[config.mk]
export PLATFORM = sky130hd
export DESIGN_NAME = fft_sdf_ctrl
export DESIGN_NICKNAME = d
export VERILOG_FILES = /design/src/rtl/fft_sdf_ctrl.sv
export SDC_FILE = /design/constraint.sdc
export NUM_CORES = 1
export LEC_CHECK = 0
export CAP_MARGIN = 5
export CORE_MARGIN = 2
export CORE_UTILIZATION = 58
export CTS_BUF_LIST = sky130_fd_sc_hd__clkbuf_4 sky130_fd_sc_hd__clkbuf_8
export CTS_CLUSTER_SIZE = 20
export DETAILED_ROUTE_END_ITERATION = 8
export GPL_TIMING_DRIVEN = 0
export PLACE_DENSITY = 0.94
export SLEW_MARGIN = 25
export SYNTH_ARGS = -nofsm -noshare
export SYNTH_HDL_FRONTEND = slang
export SYNTH_SLANG_ARGS = --single-unit
[constraint.sdc]
create_clock -name clk_i -period 4.4 [get_ports clk_i]
set_input_delay 1.1 -clock clk_i [delete_from_list [all_inputs] [get_ports clk_i]]
set_output_delay 1.1 -clock clk_i [all_outputs]
set_load 0.01 [all_outputs]
[src/rtl/fft_sdf_ctrl.sv]
// Sequencing controller for a radix-2 single-path delay-feedback FFT: butterfly selects, output framing, abort and frame count.
// Optional build macro FFT_SDF_CTRL_BITREV_EN: out_idx_o reports natural bin order (bit-reversed pipeline index).
//
// state   | meaning
// --------+-----------------------------------------------------------------
// S_IDLE  | waiting for start_i with in_valid_i; ph held at 0, pipeline empty
// S_RUN   | accepting input samples; ph advances every cycle
// S_DRAIN | no input; pipeline flushes its last N-1 outputs via drain timer
module fft_sdf_ctrl #(
    parameter int N_LOG2          = 10,
    parameter int FRAME_CNT_WIDTH = 16
) (
    input  logic                       clk_i,
    input  logic                       rst_i,
    input  logic                       start_i,
    input  logic                       in_valid_i,
    output logic                       ready_o,
    output logic [N_LOG2-1:0]          sel_o,
    output logic                       out_valid_o,
    output logic [N_LOG2-1:0]          out_idx_o,
    output logic                       out_last_o,
    output logic                       err_o,
    output logic [FRAME_CNT_WIDTH-1:0] frames_o
);

    localparam logic [N_LOG2-1:0] PH_MAX    = '1;
    localparam logic [N_LOG2-1:0] PH_PENULT = {{(N_LOG2-1){1'b1}}, 1'b0};
    localparam logic [N_LOG2-1:0] PH_ONE    = N_LOG2'(1);

    typedef enum logic [1:0] {
        S_IDLE  = 2'd0,
        S_RUN   = 2'd1,
        S_DRAIN = 2'd2
    } state_t;

    state_t                     state_q, state_d;
    logic [N_LOG2-1:0]          ph_q, ph_d;
    logic [N_LOG2-1:0]          drain_cnt_q, drain_cnt_d;
    logic                       filled_q, filled_d;
    logic                       err_q, err_d;
    logic [FRAME_CNT_WIDTH-1:0] frames_q;
    logic [N_LOG2-1:0]          idx_nat;
    logic [N_LOG2-1:0]          sel_diff;

    always_ff @(posedge clk_i) begin
        if (rst_i) begin
            state_q     <= S_IDLE;
            ph_q        <= '0;
            drain_cnt_q <= '0;
            filled_q    <= 1'b0;
            err_q       <= 1'b0;
            frames_q    <= '0;
        end else begin
            state_q     <= state_d;
            ph_q        <= ph_d;
            drain_cnt_q <= drain_cnt_d;
            filled_q    <= filled_d;
            err_q       <= err_d;
            if (out_last_o) begin
                frames_q <= frames_q + FRAME_CNT_WIDTH'(1);
            end
        end
    end

    always_comb begin
        state_d     = state_q;
        ph_d        = ph_q;
        drain_cnt_d = drain_cnt_q;
        filled_d    = filled_q;
        err_d       = err_q;
        ready_o     = 1'b0;
        out_valid_o = 1'b0;
        out_last_o  = 1'b0;

        case (state_q)
            S_IDLE: begin
                ready_o  = 1'b1;
                ph_d     = '0;
                filled_d = 1'b0;
                if (start_i && in_valid_i) begin
                    state_d = S_RUN;
                    ph_d    = ph_q + PH_ONE;
                    err_d   = 1'b0;
                end
            end
            S_RUN: begin
                ready_o = (ph_q == PH_MAX);
                // A gap in the input stream corrupts the delay lines, so the frame is dropped outright.
                if (!in_valid_i) begin
                    state_d  = S_IDLE;
                    ph_d     = '0;
                    filled_d = 1'b0;
                    err_d    = 1'b1;
                end else begin
                    out_valid_o = filled_q;
                    ph_d        = ph_q + PH_ONE;
                    if (ph_q == PH_PENULT) begin
                        filled_d = 1'b1;
                    end
                    if (ph_q == PH_MAX) begin
                        if (start_i) begin
                            err_d = 1'b0;
                        end else begin
                            state_d     = S_DRAIN;
                            drain_cnt_d = PH_PENULT;
                        end
                    end
                end
            end
            S_DRAIN: begin
                out_valid_o = filled_q;
                ph_d        = ph_q + PH_ONE;
                if (drain_cnt_q == '0) begin
                    state_d  = S_IDLE;
                    ph_d     = '0;
                    filled_d = 1'b0;
                end else begin
                    drain_cnt_d = drain_cnt_q - PH_ONE;
                end
            end
            default: begin
                state_d  = S_IDLE;
                ph_d     = '0;
                filled_d = 1'b0;
            end
        endcase

        out_last_o = out_valid_o && (ph_q == PH_PENULT);
    end

    // Stage k sees the frame delayed by D_k = N - N/2^k; its select is the matching bit of the delayed phase.
    always_comb begin
        sel_o    = '0;
        sel_diff = '0;
        for (int k = 0; k < N_LOG2; k++) begin
            sel_diff = ph_q - N_LOG2'((1 << N_LOG2) - ((1 << N_LOG2) >> k));
            sel_o[k] = sel_diff[N_LOG2-1-k];
        end
    end

    assign idx_nat = ph_q + PH_ONE;

`ifdef FFT_SDF_CTRL_BITREV_EN
    logic [N_LOG2-1:0] idx_rev;

    always_comb begin
        idx_rev = '0;
        for (int i = 0; i < N_LOG2; i++) begin
            idx_rev[i] = idx_nat[N_LOG2-1-i];
        end
    end

    assign out_idx_o = out_valid_o ? idx_rev : '0;
`else
    assign out_idx_o = out_valid_o ? idx_nat : '0;
`endif

    assign err_o    = err_q;
    assign frames_o = frames_q;

endmodule

Word level (Yosys, flattened, before mapping)

Cells that the tools add are included.

Multiplexer cells: 28
Add/subtract/negate cells: 12
Reductions and logical operators: 10
Equality and inequality tests: 14

Operators by type and width:

| cell                    | number |
|---|---|
| $mux W10                | 8 |
| $pmux W10 S3            | 1 |
| $eq A10 B10 Y1 const B  | 2 |
| $pmux W10 S2            | 1 |
| $add A16 B1 Y16 const B | 1 |
| $ne A2 B2 Y1 const B    | 6 |
| $ne A3 B3 Y1 const B    | 4 |
| $add A10 B1 Y10 const B | 1 |
| $logic_not A10 Y1       | 1 |
| $mux W2                 | 5 |
| $sub A10 B1 Y10 const B | 1 |
| $sub A9 B1 Y9 const B   | 1 |
| $mux W1                 | 8 |
| $pmux W1 S2             | 4 |
| $reduce_and A4 Y1       | 2 |
| $sub A8 B1 Y8 const B   | 1 |
| $sub A7 B1 Y7 const B   | 1 |
| $pmux W2 S3             | 1 |
| $sub A6 B1 Y6 const B   | 1 |
| $reduce_and A5 Y1       | 1 |
| $sub A5 B1 Y5 const B   | 1 |
| $reduce_bool A2 Y1      | 2 |
| $sub A4 B1 Y4 const B   | 1 |
| $sub A3 B1 Y3 const B   | 1 |
| other kinds (7)         | 8 |

Flip-flop bits (word level): 40
Bits of input ports: 4
Output and inout port bits: 40

Logic depth before layout (Yosys ltp)

Word-level depth: 4
Gate-level depth with buffers: 9
Mapped depth without buffers: 7

Least setup slack after synthesis

OpenSTA, ideal clock, no wires.

Path type: in2out
From: input port in_valid_i
To: output port out_idx_o[2]
Setup slack: 1.379 ns
Stages: 5
Arrival: 1.921 ns
Required time: 3.300 ns
Cell sequence: a21o_2 > nand3_1 > buf_4 > clkbuf_1 > nor2_1

Word-level cells in the longest chain between the ends: 3

Ends and longest elaborated chain:

| item            | line | RTL |
|---|---|---|
| start, declared | 16   | `input logic in_valid_i,` |
| $mux W1         | 89   | `if (!in_valid_i) begin` |
| $pmux W1 S2     | 75   | `case (state_q)` |
| $mux W10        | 155  | `assign out_idx_o = out_valid_o ? idx_nat : '0;` |
| end, declared   | 20   | `output logic [N_LOG2-1:0] out_idx_o,` |

Every way passes these cells.

Final worst setup path

From: input port in_valid_i
To: output port out_idx_o[8]

The elaborated chain is that of the path after synthesis.

==> out/qor.yml <==
place_inst: 364
grt_max_degree: 13
initial_core_util_pct: 61.86
netlist_instances: 274
pwr-share-seq_pct: 39.1
r2r_start: "drain_cnt_q[0]$_SDFFE_PP0P_"
dieArea_sq_mm: 0.004515
hp-class: "flip-flop to flip-flop"
fin_ws_ns: 0.1783
grt_use_total_pct: 27.03
wl_per_cell_microns: 15.29
ff2ff_setup_slack_ns: 2.23
r2r_end: "ph_q[9]$_SDFF_PP0_"
row_count: 22
cts.sinks: 40
finalWirelength_microns: 5689
switching_share_pct: 35.22
synth_fp_nets: 286
portBuffers: 42
root_buffer: "clkbuf_8"
worst_path_max_delay_cell: "clkdlybuf4s50_1"
hpwlAfterDp_microns: 3888
critical_path.endpoint: "out_idx_o[8]"
hold-worst-slack_ns: 0.5051
finalNetCount: 335
clock_path_buffers: 2
nFillCells: 264
cts_buffers: 5
critPathMostFrequentCell: "clkdlybuf4s50_1"
hold_viol_final: 0
detail-route-antenna-nets: 0
total_power_mw: 1.173
synth_enable_flop_cells: 0
diodes: 0
ys.flop_type: "dfxtp_1"
critical_path_class: "primary input to output port"
cp_top_family: "buffers and inverters"
drc: 0
die_y_microns: 67.19
cp-startpoint: "in_valid_i"
post-route-util_pct: 78.07
finalSetupViolCount: 0
slowest_delay_ns: 0.51
power_leakage_nw: 1.039
netSwitchingPower_mw: 0.4130
hold_depth: 1
worstPathCellList: "clkdlybuf4s50_1 > a21o_2 > nand3_1 > buf_4 > clkbuf_1 > nor2_1 > clkdlybuf4s50_1"
crit_required_ns: 3.30
fmaxAchievable_mhz: 236.9
io_pins: 44
ir_drop_mv: 0.2847
yosys_warnings: 0
core-area_sq_mm: 0.003744
worst-path-stages: 7
rr_worst_depth: 7
yosys.cell_types.count: 49
finalSetupTns_ns: 0
intPower_mw: 0.7596
worstSetupEndpointType: "output port"
min_period_ns: 4.222
grt_pass1_wl_microns: 9363
slew_headroom_pct: 66.10
area_growth_pct: 26.20
critical_path_arrival_ns: 3.12
tightest_slew_ns: 0.5039
rsz0062_at_grt: "no"
drt_first_iter_violations: 143
min_period_over_period_pct: 95.95
cts_setup_buffers: 0
ctsHoldBuffers: 0
path_max_fanout: 10
vias: 2293
synth_area_sq_mm: 0.002316
grt_overflow: 0
stdcell_count: 372
crit_path_start_kind: "primary input"
async_reset_ff_share_pct: 0
pre_cts_slack_ns: 0.1943
die_w_microns: 67.19
final_area_sq_mm: 0.002923
routed_via_density: 6.164
tritoncts: "built"
grt_pass1_vias: 2123
gp_congestion: 0.8542
power.density_mw_per_mm2: 401.2
ctsResizeCount: 0
h-tree-depth: 2
insertion_delay_ns: 0.30
yosysSeqAreaShare_pct: 34.58
cap_violations: 0
crit_buf_inv: 4
outcome: "complete, no violations"
drive_above_1_share_pct: 13.27
final_max_slew_viol_count: 0
worstHoldStart: "drain_cnt_q[6]$_SDFFE_PP0P_"
cts.reportedPaths.clkPinSlew_ns: 0.07
antenna_found_initial: 0
drtPass1Iterations: 5
placed_cell_area_sq_mm: 0.002796
pwr-share-clk_pct: 28.4
fin_skew_ns: 0.007227
synth-seq-cells: 40
syn_avg_cell_area_sq_um: 8.452
comb_power_share_pct: 32.5
## worst min path at each step
stage                                        to  slack [ns]
floorplan           drain_cnt_q[9]$_SDFFE_PP0P_        0.45
global placement    drain_cnt_q[9]$_SDFFE_PP0P_        0.47
detailed placement  drain_cnt_q[9]$_SDFFE_PP0P_        0.49
CTS                 drain_cnt_q[6]$_SDFFE_PP0P_        0.50
global route        drain_cnt_q[9]$_SDFFE_PP0P_        0.51
finish              drain_cnt_q[6]$_SDFFE_PP0P_        0.51
## sequential cells by signal, summed over array words and instances (netlist names)
signal / flops
state_q: 2
err_o: 1
ph_q: 10
drain_cnt_q: 10
frames_o: 16
filled_q: 1
## cells in the mapped netlist, types with 9 or more instances
cell	number	area share (%)
nor2_1	44	7.1
nand3_1	12	2.6
nor3_1	12	2.6
nor2b_1	13	3.5
dfxtp_1	40	35
nand2_1	10	1.6
a21oi_1	9	1.9
mux2_2	13	6.3
inv_1	9	1.5
## cell type report
type | count | area (sq um) | area share, %
Timing Repair Buffer | 42 | 420.4 | 14.38
Tap cell | 48 | 60.06 | 2.055
Sequential cell | 40 | 800.8 | 27.40
Clock buffer | 7 | 96.34 | 3.296
Inverter | 9 | 33.78 | 1.156
Clock inverter | 1 | 30.03 | 1.027
Multi-Input combinational cell | 205 | 1350 | 46.19
Buffer | 20 | 131.4 | 4.495
## power groups by stage
stage	registers [mW]	logic (mW)	clock network, mW
floorplan	0.452	0.279	0
global placement	0.461	0.344	0
detailed placement	0.462	0.358	0
CTS	0.455	0.373	0.335
global route	0.464	0.415	0.349
finish	0.459	0.381	0.333
## worst reg2reg max path, cell delays in order (launching register included)
cell	delay, ns
dfxtp_1	0.34
inv_1	0.08
ha_1	0.20
nor3b_1	0.45
a31o_2	0.33
a211o_1	0.14
clkbuf_1	0.39
nor2_1	0.10
## placed cells by master, fill, tap and decap left out, drive strengths merged, types with 9 or more instances in the layout
cell and n:
nor2 44, clkdlybuf4s50 42, dfxtp 40, clkbuf 19
nor2b 13, mux2 13, nand3 12, nor3 12
nand2 10, inv 9, a21oi 9
## metal layers
layer | vias to the layer above | GRT usage (%) | share of wire [%] | wire, microns
met3 | 20 | 6.333 | 7.1 | 406
met1 | 1075 | 31.53 | 42 | 2406
li1 | 1094 | - | - | -
met4 | 0 | 12.50 | 2.6 | 148
met2 | 104 | 46.78 | 48 | 2728
met5 | - | 0 | 0 | 0
## cells by family (layout without fill, tap and decap cells)
family	after synthesis	after routing	synth area share [%]
AND/OR/NAND/NOR	128	128	29.55
AO/OA/AOI/OAI	48	48	15.07
flip-flops	40	40	34.58
buffers and inverters	29	79	7.131
multiplexers	13	13	6.321
adder cells (fa/ha/maj)	8	8	4.322
XOR/XNOR	8	8	3.025
Power figures use the tool's default switching activity.
